File: config.mk
export PLATFORM = sky130hd
export DESIGN_NAME = sr_input_conditioner
export DESIGN_NICKNAME = d
export VERILOG_FILES = /design/src/rtl/sr_cond_pkg.sv /design/src/rtl/sr_debounce.sv /design/src/rtl/sr_input_conditioner.sv
export SDC_FILE = /design/constraint.sdc
export NUM_CORES = 1
export LEC_CHECK = 0
export ABC_CLOCK_PERIOD_IN_PS = 3000
export CAP_MARGIN = 30
export CORE_AREA = 2 2 60 45
export CTS_CLUSTER_DIAMETER = 30
export CTS_CLUSTER_SIZE = 14
export DETAILED_ROUTE_END_ITERATION = 12
export DIE_AREA = 0 0 62 47
export PLACE_DENSITY = 0.7
export SLEW_MARGIN = 0
export SYNTH_ARGS = -nofsm -noshare
export SYNTH_HDL_FRONTEND = slang
export SYNTH_SLANG_ARGS = --single-unit
File: constraint.sdc
create_clock -name clk -period 3 [get_ports clk]
set_input_delay 0.6 -clock clk [delete_from_list [all_inputs] [get_ports clk]]
set_output_delay 0.6 -clock clk [all_outputs]
set_load 0.005 [all_outputs]
File: src/rtl/sr_cond_pkg.sv
// Shared types, default parameters and counter sizing for the SR input conditioner.
package sr_cond_pkg;

  typedef enum logic [1:0] {
    ST_IDLE  = 2'd0,
    ST_PULSE = 2'd1,
    ST_HOLD  = 2'd2
  } sr_state_e;

  localparam int DEF_DEB_CYCLES = 4;
  localparam int DEF_PULSE_W    = 1;
  localparam int DEF_HOLDOFF    = 2;

  // Bits needed for a counter that runs 0 .. n-1 (never narrower than 1).
  function automatic int cnt_w(input int n);
    return (n <= 2) ? 1 : $clog2(n);
  endfunction

endpackage

File: src/rtl/sr_debounce.sv
// Two-flop synchroniser, stability counter and rising-edge detect for one raw request.
module sr_debounce
  import sr_cond_pkg::*;
#(
  parameter int DEB_CYCLES = DEF_DEB_CYCLES
) (
  input  logic clk,
  input  logic rst_n,
  input  logic din,
  output logic level,
  output logic rise
);

  localparam int            CW       = cnt_w(DEB_CYCLES);
  localparam logic [CW-1:0] CNT_LAST = CW'(DEB_CYCLES - 1);

  logic          sync1_q, sync2_q;
  logic          level_q, level_d;
  logic          rise_q, rise_d;
  logic [CW-1:0] cnt_q, cnt_d;

  // The level flips on the DEB_CYCLES-th consecutive disagreeing sample.
  always_comb begin
    level_d = level_q;
    rise_d  = 1'b0;
    cnt_d   = '0;
    if (sync2_q != level_q) begin
      if (cnt_q == CNT_LAST) begin
        level_d = sync2_q;
        rise_d  = sync2_q;
      end else begin
        cnt_d = cnt_q + 1'b1;
      end
    end
  end

  always_ff @(posedge clk or negedge rst_n) begin
    if (!rst_n) begin
      sync1_q <= 1'b0;
      sync2_q <= 1'b0;
      level_q <= 1'b0;
      rise_q  <= 1'b0;
      cnt_q   <= '0;
    end else begin
      sync1_q <= din;
      sync2_q <= sync1_q;
      level_q <= level_d;
      rise_q  <= rise_d;
      cnt_q   <= cnt_d;
    end
  end

  assign level = level_q;
  assign rise  = rise_q;

endmodule

File: src/rtl/sr_input_conditioner.sv
// Debounces raw set/reset requests and issues mutually exclusive s/r pulses to an SR flip-flop.
// Define SR_ALT_PRIORITY_EN to grant alternating commands on conflict instead of dropping both.
module sr_input_conditioner
  import sr_cond_pkg::*;
#(
  parameter int DEB_CYCLES = DEF_DEB_CYCLES,
  parameter int PULSE_W    = DEF_PULSE_W,
  parameter int HOLDOFF    = DEF_HOLDOFF
) (
  input  logic clk,
  input  logic rst_n,
  input  logic set_req,
  input  logic rst_req,
  output logic s,
  output logic r,
  output logic busy,
  output logic conflict,
  output logic last_cmd
);

  localparam int            PH_MAX = (PULSE_W > HOLDOFF) ? PULSE_W : HOLDOFF;
  localparam int            CW     = cnt_w(PH_MAX);
  localparam logic [CW-1:0] P_LAST = CW'(PULSE_W - 1);
  localparam logic [CW-1:0] H_LAST = CW'((HOLDOFF > 0) ? HOLDOFF - 1 : 0);

  logic set_lvl, set_rise, rst_lvl, rst_rise;

  sr_debounce #(.DEB_CYCLES(DEB_CYCLES)) u_deb_set (
    .clk(clk), .rst_n(rst_n), .din(set_req), .level(set_lvl), .rise(set_rise)
  );

  sr_debounce #(.DEB_CYCLES(DEB_CYCLES)) u_deb_rst (
    .clk(clk), .rst_n(rst_n), .din(rst_req), .level(rst_lvl), .rise(rst_rise)
  );

  sr_state_e     state_q, state_d;
  logic [CW-1:0] cnt_q, cnt_d;
  logic          s_q, s_d, r_q, r_d;
  logic          conf_q, conf_d, last_q, last_d;
  logic          pend_set_q, pend_set_d, pend_rst_q, pend_rst_d;
  logic          ready, grant_set, grant_rst;
`ifdef SR_ALT_PRIORITY_EN
  logic          tog_q, tog_d;
`endif

  // The cycle that ends PULSE/HOLD doubles as an IDLE dispatch slot, so
  // back-to-back pulses start exactly PULSE_W+HOLDOFF cycles apart.
  always_comb begin
    state_d    = state_q;
    cnt_d      = cnt_q;
    s_d        = s_q;
    r_d        = r_q;
    conf_d     = 1'b0;
    last_d     = last_q;
    pend_set_d = pend_set_q | (set_rise & set_lvl);
    pend_rst_d = pend_rst_q | (rst_rise & rst_lvl);
    ready      = 1'b0;
    grant_set  = 1'b0;
    grant_rst  = 1'b0;
`ifdef SR_ALT_PRIORITY_EN
    tog_d      = tog_q;
`endif
    case (state_q)
      ST_IDLE: ready = 1'b1;
      ST_PULSE: begin
        if (cnt_q == P_LAST) begin
          s_d   = 1'b0;
          r_d   = 1'b0;
          cnt_d = '0;
          if (HOLDOFF == 0) begin
            state_d = ST_IDLE;
            ready   = 1'b1;
          end else begin
            state_d = ST_HOLD;
          end
        end else begin
          cnt_d = cnt_q + 1'b1;
        end
      end
      ST_HOLD: begin
        if (cnt_q == H_LAST) begin
          state_d = ST_IDLE;
          cnt_d   = '0;
          ready   = 1'b1;
        end else begin
          cnt_d = cnt_q + 1'b1;
        end
      end
      default: state_d = ST_IDLE;
    endcase

    if (ready) begin
      if (pend_set_d && pend_rst_d) begin
        conf_d = 1'b1;
`ifdef SR_ALT_PRIORITY_EN
        grant_set = ~tog_q;
        grant_rst = tog_q;
        tog_d     = ~tog_q;
`endif
      end else begin
        grant_set = pend_set_d;
        grant_rst = pend_rst_d;
      end
      pend_set_d = 1'b0;
      pend_rst_d = 1'b0;
      if (grant_set || grant_rst) begin
        state_d = ST_PULSE;
        cnt_d   = '0;
        s_d     = grant_set;
        r_d     = grant_rst;
        last_d  = grant_set;
      end
    end
  end

  always_ff @(posedge clk or negedge rst_n) begin
    if (!rst_n) begin
      state_q    <= ST_IDLE;
      cnt_q      <= '0;
      s_q        <= 1'b0;
      r_q        <= 1'b0;
      conf_q     <= 1'b0;
      last_q     <= 1'b0;
      pend_set_q <= 1'b0;
      pend_rst_q <= 1'b0;
    end else begin
      state_q    <= state_d;
      cnt_q      <= cnt_d;
      s_q        <= s_d;
      r_q        <= r_d;
      conf_q     <= conf_d;
      last_q     <= last_d;
      pend_set_q <= pend_set_d;
      pend_rst_q <= pend_rst_d;
    end
  end

`ifdef SR_ALT_PRIORITY_EN
  always_ff @(posedge clk or negedge rst_n) begin
    if (!rst_n) tog_q <= 1'b0;
    else        tog_q <= tog_d;
  end
`endif

  assign s        = s_q;
  assign r        = r_q;
  assign busy     = (state_q != ST_IDLE);
  assign conflict = conf_q;
  assign last_cmd = last_q;

endmodule

Yosys cells after proc, flatten, opt, wreduce, memory -nomap -nowiden. Index checks and enable logic that the tools add are counted.

Bits in read-only memories: 0. Bits in writable memories: 0. Output and inout bits: 5. Bits in registers: 21. Input bits: 4. Bits in latches: 0. Memories kept: 0.

Bitwise logic cells: 4. $add $sub $neg: 3. Div/mod/pow operators: 0. $mul: 0. Equal/unequal tests: 6. Mux-type cells: 36. Reductions and logical operators: 7. Order comparisons: 0. Shift operators: 0.

Operator list (number): $mux 1 (25); $mux 2 (8); $eq 2x2->1 const B (3); $pmux 2 s3 (1); $reduce_and 2->1 (3); $add 2x1->2 const B (2); $pmux 1 s2 (2); $and 1x1->1 (2); $eq 2x1->1 const B (1); $logic_not 2->1 (1); $ne 1x1->1 (2); $or 1x1->1 (2); $reduce_bool 2->1 (1); $add 1x1->1 const B (1); $logic_and 1x1->1 (1); $logic_or 1x1->1 (1).

Longest topological paths before layout.
Depth in word-level cells: 8. Gate-level depth with buffers: 5.

Cells and area by module. Synthesis repeated with hierarchy kept, for this count alone.

Cell total of the unflattened synthesis: 72. Area, all modules: 910.9 um^2.

By module, submodules not included: sr_input_conditioner (area an instance 493.0 um^2, cells an instance 48, sequential area each 225.2 um^2, times used 1); sr_debounce (area an instance 209.0 um^2, cells an instance 12, sequential area each 150.1 um^2, times used 2).

Least setup slack after synthesis. No wires, ideal clock.

Kind: register to register. Start: register u_deb_set.level_q (netlist: u_deb_set.level). End: register state_q[1]. Setup time: 0.096 ns. Cell stages (with the launch flop): 6. Data arrival time: 1.395 ns. Slack: 1.509 ns. Cell sequence: dfrtp_1 -> a21oi_1 -> inv_1 -> ha_1 -> and2_4 -> nor4_2.

Word-level cells in the longest chain between the ends: 8.

RTL lines: start, declared (RTL line sr_debounce.sv:18) `logic level_q, level_d;`; start signal, assigned (RTL line sr_debounce.sv:47) `level_q <= level_d;`; $and 1x1->1 (*) (RTL line sr_input_conditioner.sv:55) `pend_set_d = pend_set_q | (set_rise & set_lvl);`; $or 1x1->1 (*) (RTL line sr_input_conditioner.sv:55); $logic_and 1x1->1 (RTL line sr_input_conditioner.sv:93) `if (pend_set_d && pend_rst_d) begin`; $mux 1 (RTL line sr_input_conditioner.sv:93); $mux 1 (RTL line sr_input_conditioner.sv:92) `if (ready) begin`; $logic_or 1x1->1 (*) (RTL line sr_input_conditioner.sv:106) `if (grant_set || grant_rst) begin`; $mux 2 (*) (RTL line sr_input_conditioner.sv:106); $mux 2 (*) (RTL line sr_input_conditioner.sv:92); via state_d[1] (RTL line sr_input_conditioner.sv:36) `sr_state_e state_q, state_d;`; end signal, assigned (RTL line sr_input_conditioner.sv:127) `state_q <= state_d;`; end, declared (RTL line sr_input_conditioner.sv:36).

Mark *: on every way through the listed nets, which the timed path passes. The rest lies on a longest branch. The select of a mux whose other input is x is not followed. A chain may end at the register's enable or synchronous reset.

Worst setup path after layout.
Start: register state_q[0]. End: output port busy.

Word-level cells in the longest chain between the ends: 1.

RTL lines: $reduce_bool 2->1 (RTL line sr_input_conditioner.sv:147) `assign busy = (state_q != ST_IDLE);`; end, declared (RTL line sr_input_conditioner.sv:16) `output logic busy,`.

Every way passes these cells.

==> impl_metrics.csv <==
group,metric,value,unit
worst_setup_path,arrival,1.59,ns
detailed_routing,initialDrtViolationCount,12,
worst_setup_path,cpMostUsedCell,"inv_1",
detailed_routing,vias,542,
worst_setup_path,r2r_cells,5,
worst_setup_path,cp.required,2.40,ns
synthesis,netlist-cell-type-count,22,
floorplan,initial_utilization,0.381,
placement,numPortBuffers,8,
worst_setup_path,crit_end,"busy",
sta,skew,0.00327,ns
clock_tree,clkSlewWorstSetupHoldPaths,0.10,ns
final_layout,diodes,0,
sta,hold_viol_final,0,
final_layout,reg_top3,"state_q (2), u_deb_rst.cnt_q (2), u_deb_set.cnt_q (2)",
synthesis,ys_seq_elements,21,
worst_setup_path,cp_cell_sequence,"inv_1 -> ha_1 -> inv_1 -> clkdlybuf4s50_1",
final_layout,drive_above_1_share,0.0568,
floorplan,coreArea,0.00235,sq mm
synthesis,synthFlopType,"dfrtp_1",
synthesis,synth_edf_count,0,
worst_setup_path,cp-end-kind,"output pin",
floorplan,num_rows,15,
floorplan,fp.dieW,62,microns
synthesis,yosysMostFrequentCell,"dfrtp_1",
placement,hpwl,981,microns
worst_setup_path,crit_start,"state_q[0]$_DFF_PN0_",
synthesis,yosys.area.top_type_share,0.588,
sta,finalSetupViolCount,0,
floorplan,die_h,47,microns
clock_tree,cts_resized,0,
worst_setup_path,path_depth,4,
sta,tightest_slew,0.888,ns
clock_tree,cts_tree,"done",
pwr,p_leak,0.514,nW
worst_setup_path,cp_num_buf_inv,3,
clock_tree,cts_root_buffer,"clkbuf_4",
worst_setup_path,critPathLaunchType,"register",
final_layout,areaGrowthSynthToFinish,16.7,%
synthesis,synth_cells,76,
floorplan,die_area,0.00291,sq mm
synthesis,netlist.top_cell.by_area,"dfrtp_1",
sta,fin_crit,2.19,ns
pwr,power.density,646,mW/mm^2
floorplan,io_pins,9,
placement,gp_congestion,0.690,
clock_tree,cts.sinks,21,
global_routing,grt_max_degree,22,
synthesis,yosys_warnings,0,
worst_setup_path,rrSetupSlack,1.36,ns
synthesis,postSynthAreaPerCell,11.8,sq um
synthesis,synthTopCellsByArea,"dfrtp_1 59%, ha_1 14%, inv_1 3.8%",
worst_setup_path,r2r_end,"state_q[1]$_DFF_PN0_",
global_routing,grt_pass1_vias,516,
final_layout,final_nets,103,
synthesis,syn_area,893,sq um
worst_setup_path,critPathSlowestCell,"clkdlybuf4s50_1",
job,maxCapViolCount,0,
worst_setup_path,criticalPathCategory,"register to output pin",
final_layout,multi_input_area,334,sq um
final_layout,fill_cells,220,
outcome,status,"finished, final reports clean",
global_routing,antenna_found_initial,0,
detailed_routing,drcViolationCount,0,
sta,finalCritPeriodShare,0.729,
sta,slew_viol_final,0,
detailed_routing,drtPass1Iterations,4,
detailed_routing,avgRoutedWirePerCell,10.6,microns
sta,setup_tns,0,ns
hold_path,hold_path.class,"register to register",
sta,holdWs,0.359,ns
worst_setup_path,max_stage_delay,0.49,ns
global_routing,grt_pass1_wl,2230,microns
clock_tree,cts_max_level,1,
hold_path,worstHoldStart,"u_deb_set.sync1_q$_DFF_PN0_",
sta,rsz0062_at_grt,"no",
sta,slew-limit-headroom,0.406,
detailed_routing,antenna_left,0,
clock_tree,post_cts_buffers,0,
clock_tree,postCtsHoldBufs,0,
global_routing,grt.total_usage,0.111,
worst_setup_path,path_max_fanout,4,
worst_setup_path,critPathTopFamily,"buffers and inverters",
global_routing,gr-total-overflow,0,
detailed_routing,drt-total-wl,1290,microns
worst_setup_path,timing.rr.start,"u_deb_set.level$_DFFE_PN0P_",
sta,max_freq,0.457,GHz
synthesis,syn_nets,90,
clock_tree,clock_latency,0.29,ns
final_layout,seq_area,526,sq um
clock_tree,numCtsBuffers,3,
synthesis,async_flop_share,1.00,
detailed_routing,via_per_inst,4.44,
synthesis,synth_common_cells,"21 x dfrtp_1, 10 x ha_1, 9 x inv_1",
clock_tree,clk_path_buf_depth,2,
synthesis,yosysSeqAreaShare,0.588,
pwr,ir_drop,0.259,mV
-- how the worst min path moves through the flow --
stage | endpoint | depth (start not counted) | slack [ns]
2_1_floorplan | cnt_q$_DFF_PN0_ | 0 | 0.30
3_3_place_gp | u_deb_rst.sync2_q$_DFF_PN0_ | 0 | 0.34
3_5_place_dp | u_deb_set.sync2_q$_DFF_PN0_ | 0 | 0.34
4_1_cts | u_deb_rst.sync2_q$_DFF_PN0_ | 0 | 0.36
5_1_grt | u_deb_rst.sync2_q$_DFF_PN0_ | 0 | 0.38
6_report | u_deb_set.sync2_q$_DFF_PN0_ | 0 | 0.36
-- cells in the final DEF (no fill, tap or decap) --
cell and n:
nor3b_1 1, clkbuf_4 3, a21oi_1 3, nor3_1 2
and2b_1 1, nor2_1 5, and2_4 1, o21ai_0 5
nand2b_1 1, ha_1 10, dfrtp_1 21, clkbuf_1 1
nand2_1 5, nor4_2 1, clkdlybuf4s50_1 8, a211oi_1 1
and2_1 2, nor2b_1 1, mux2i_1 1, o31ai_1 1
a21o_1 1, xor2_1 1, nand3_1 2, inv_1 9
xnor2_1 1
-- through the flow --
stage / instances / util / power [mW] / area (sq um) / setup WS [ns]
3_5_place_dp: 118 / 0.433 / 0.553 / 1020 / 1.14
4_1_cts: 122 / 0.444 / 0.684 / 1040 / 0.789
3_3_place_gp: 118 / 0.433 / 0.543 / 1020 / 1.17
5_1_grt: 122 / 0.444 / 0.729 / 1040 / 0.682
2_1_floorplan: 76 / - / 0.496 / 893 / 1.51
6_report: 122 / 0.444 / 0.673 / 1040 / 0.814
-- routing by layer --
metal  track usage  vias up  wire [microns]
li1              -      270               -
met1         0.144      259             668
met2         0.160       11             531
met3        0.0579        2              78
met4        0.0383        0              12
met5             0        -               0
-- report_power, final --
part | switching [mW] | total [mW] | leakage (nW) | internal [mW]
registers | 0.0406 | 0.375 | 0.275 | 0.335
clock network | 0.0767 | 0.128 | 0.0150 | 0.0517
logic | 0.0855 | 0.170 | 0.223 | 0.0842
-- logic make-up (layout without fill, tap and decap cells) --
kind of cell / count (synthesis) / in the layout / share of synthesized area
buffers and inverters: 9 / 21 / 0.0378
DFF: 21 / 21 / 0.588
xor gates and xnor gates: 2 / 2 / 0.0196
muxes: 1 / 1 / 0.0112
AOI/OAI and AO/OA: 11 / 11 / 0.0700
adders and majority gates: 10 / 10 / 0.140
and+or+nand+nor: 22 / 22 / 0.133
-- final cells by class --
class / count / share of cell area
multi-input combinational: 46 / 0.321
sequential: 21 / 0.504
tap: 34 / 0.0408
inverter: 9 / 0.0324
clock buffer: 4 / 0.0252
timing repair buffer: 8 / 0.0768
-- worst reg2reg max path, delay by kind of cell, from the launching register on --
kind / cells / cell delay (ns)
DFF: 1 / 0.43
adders and majority gates: 1 / 0.35
buffers and inverters: 1 / 0.11
and+or+nand+nor: 2 / 0.40
AOI/OAI and AO/OA: 1 / 0.27
(Power assumes the default switching activity.)
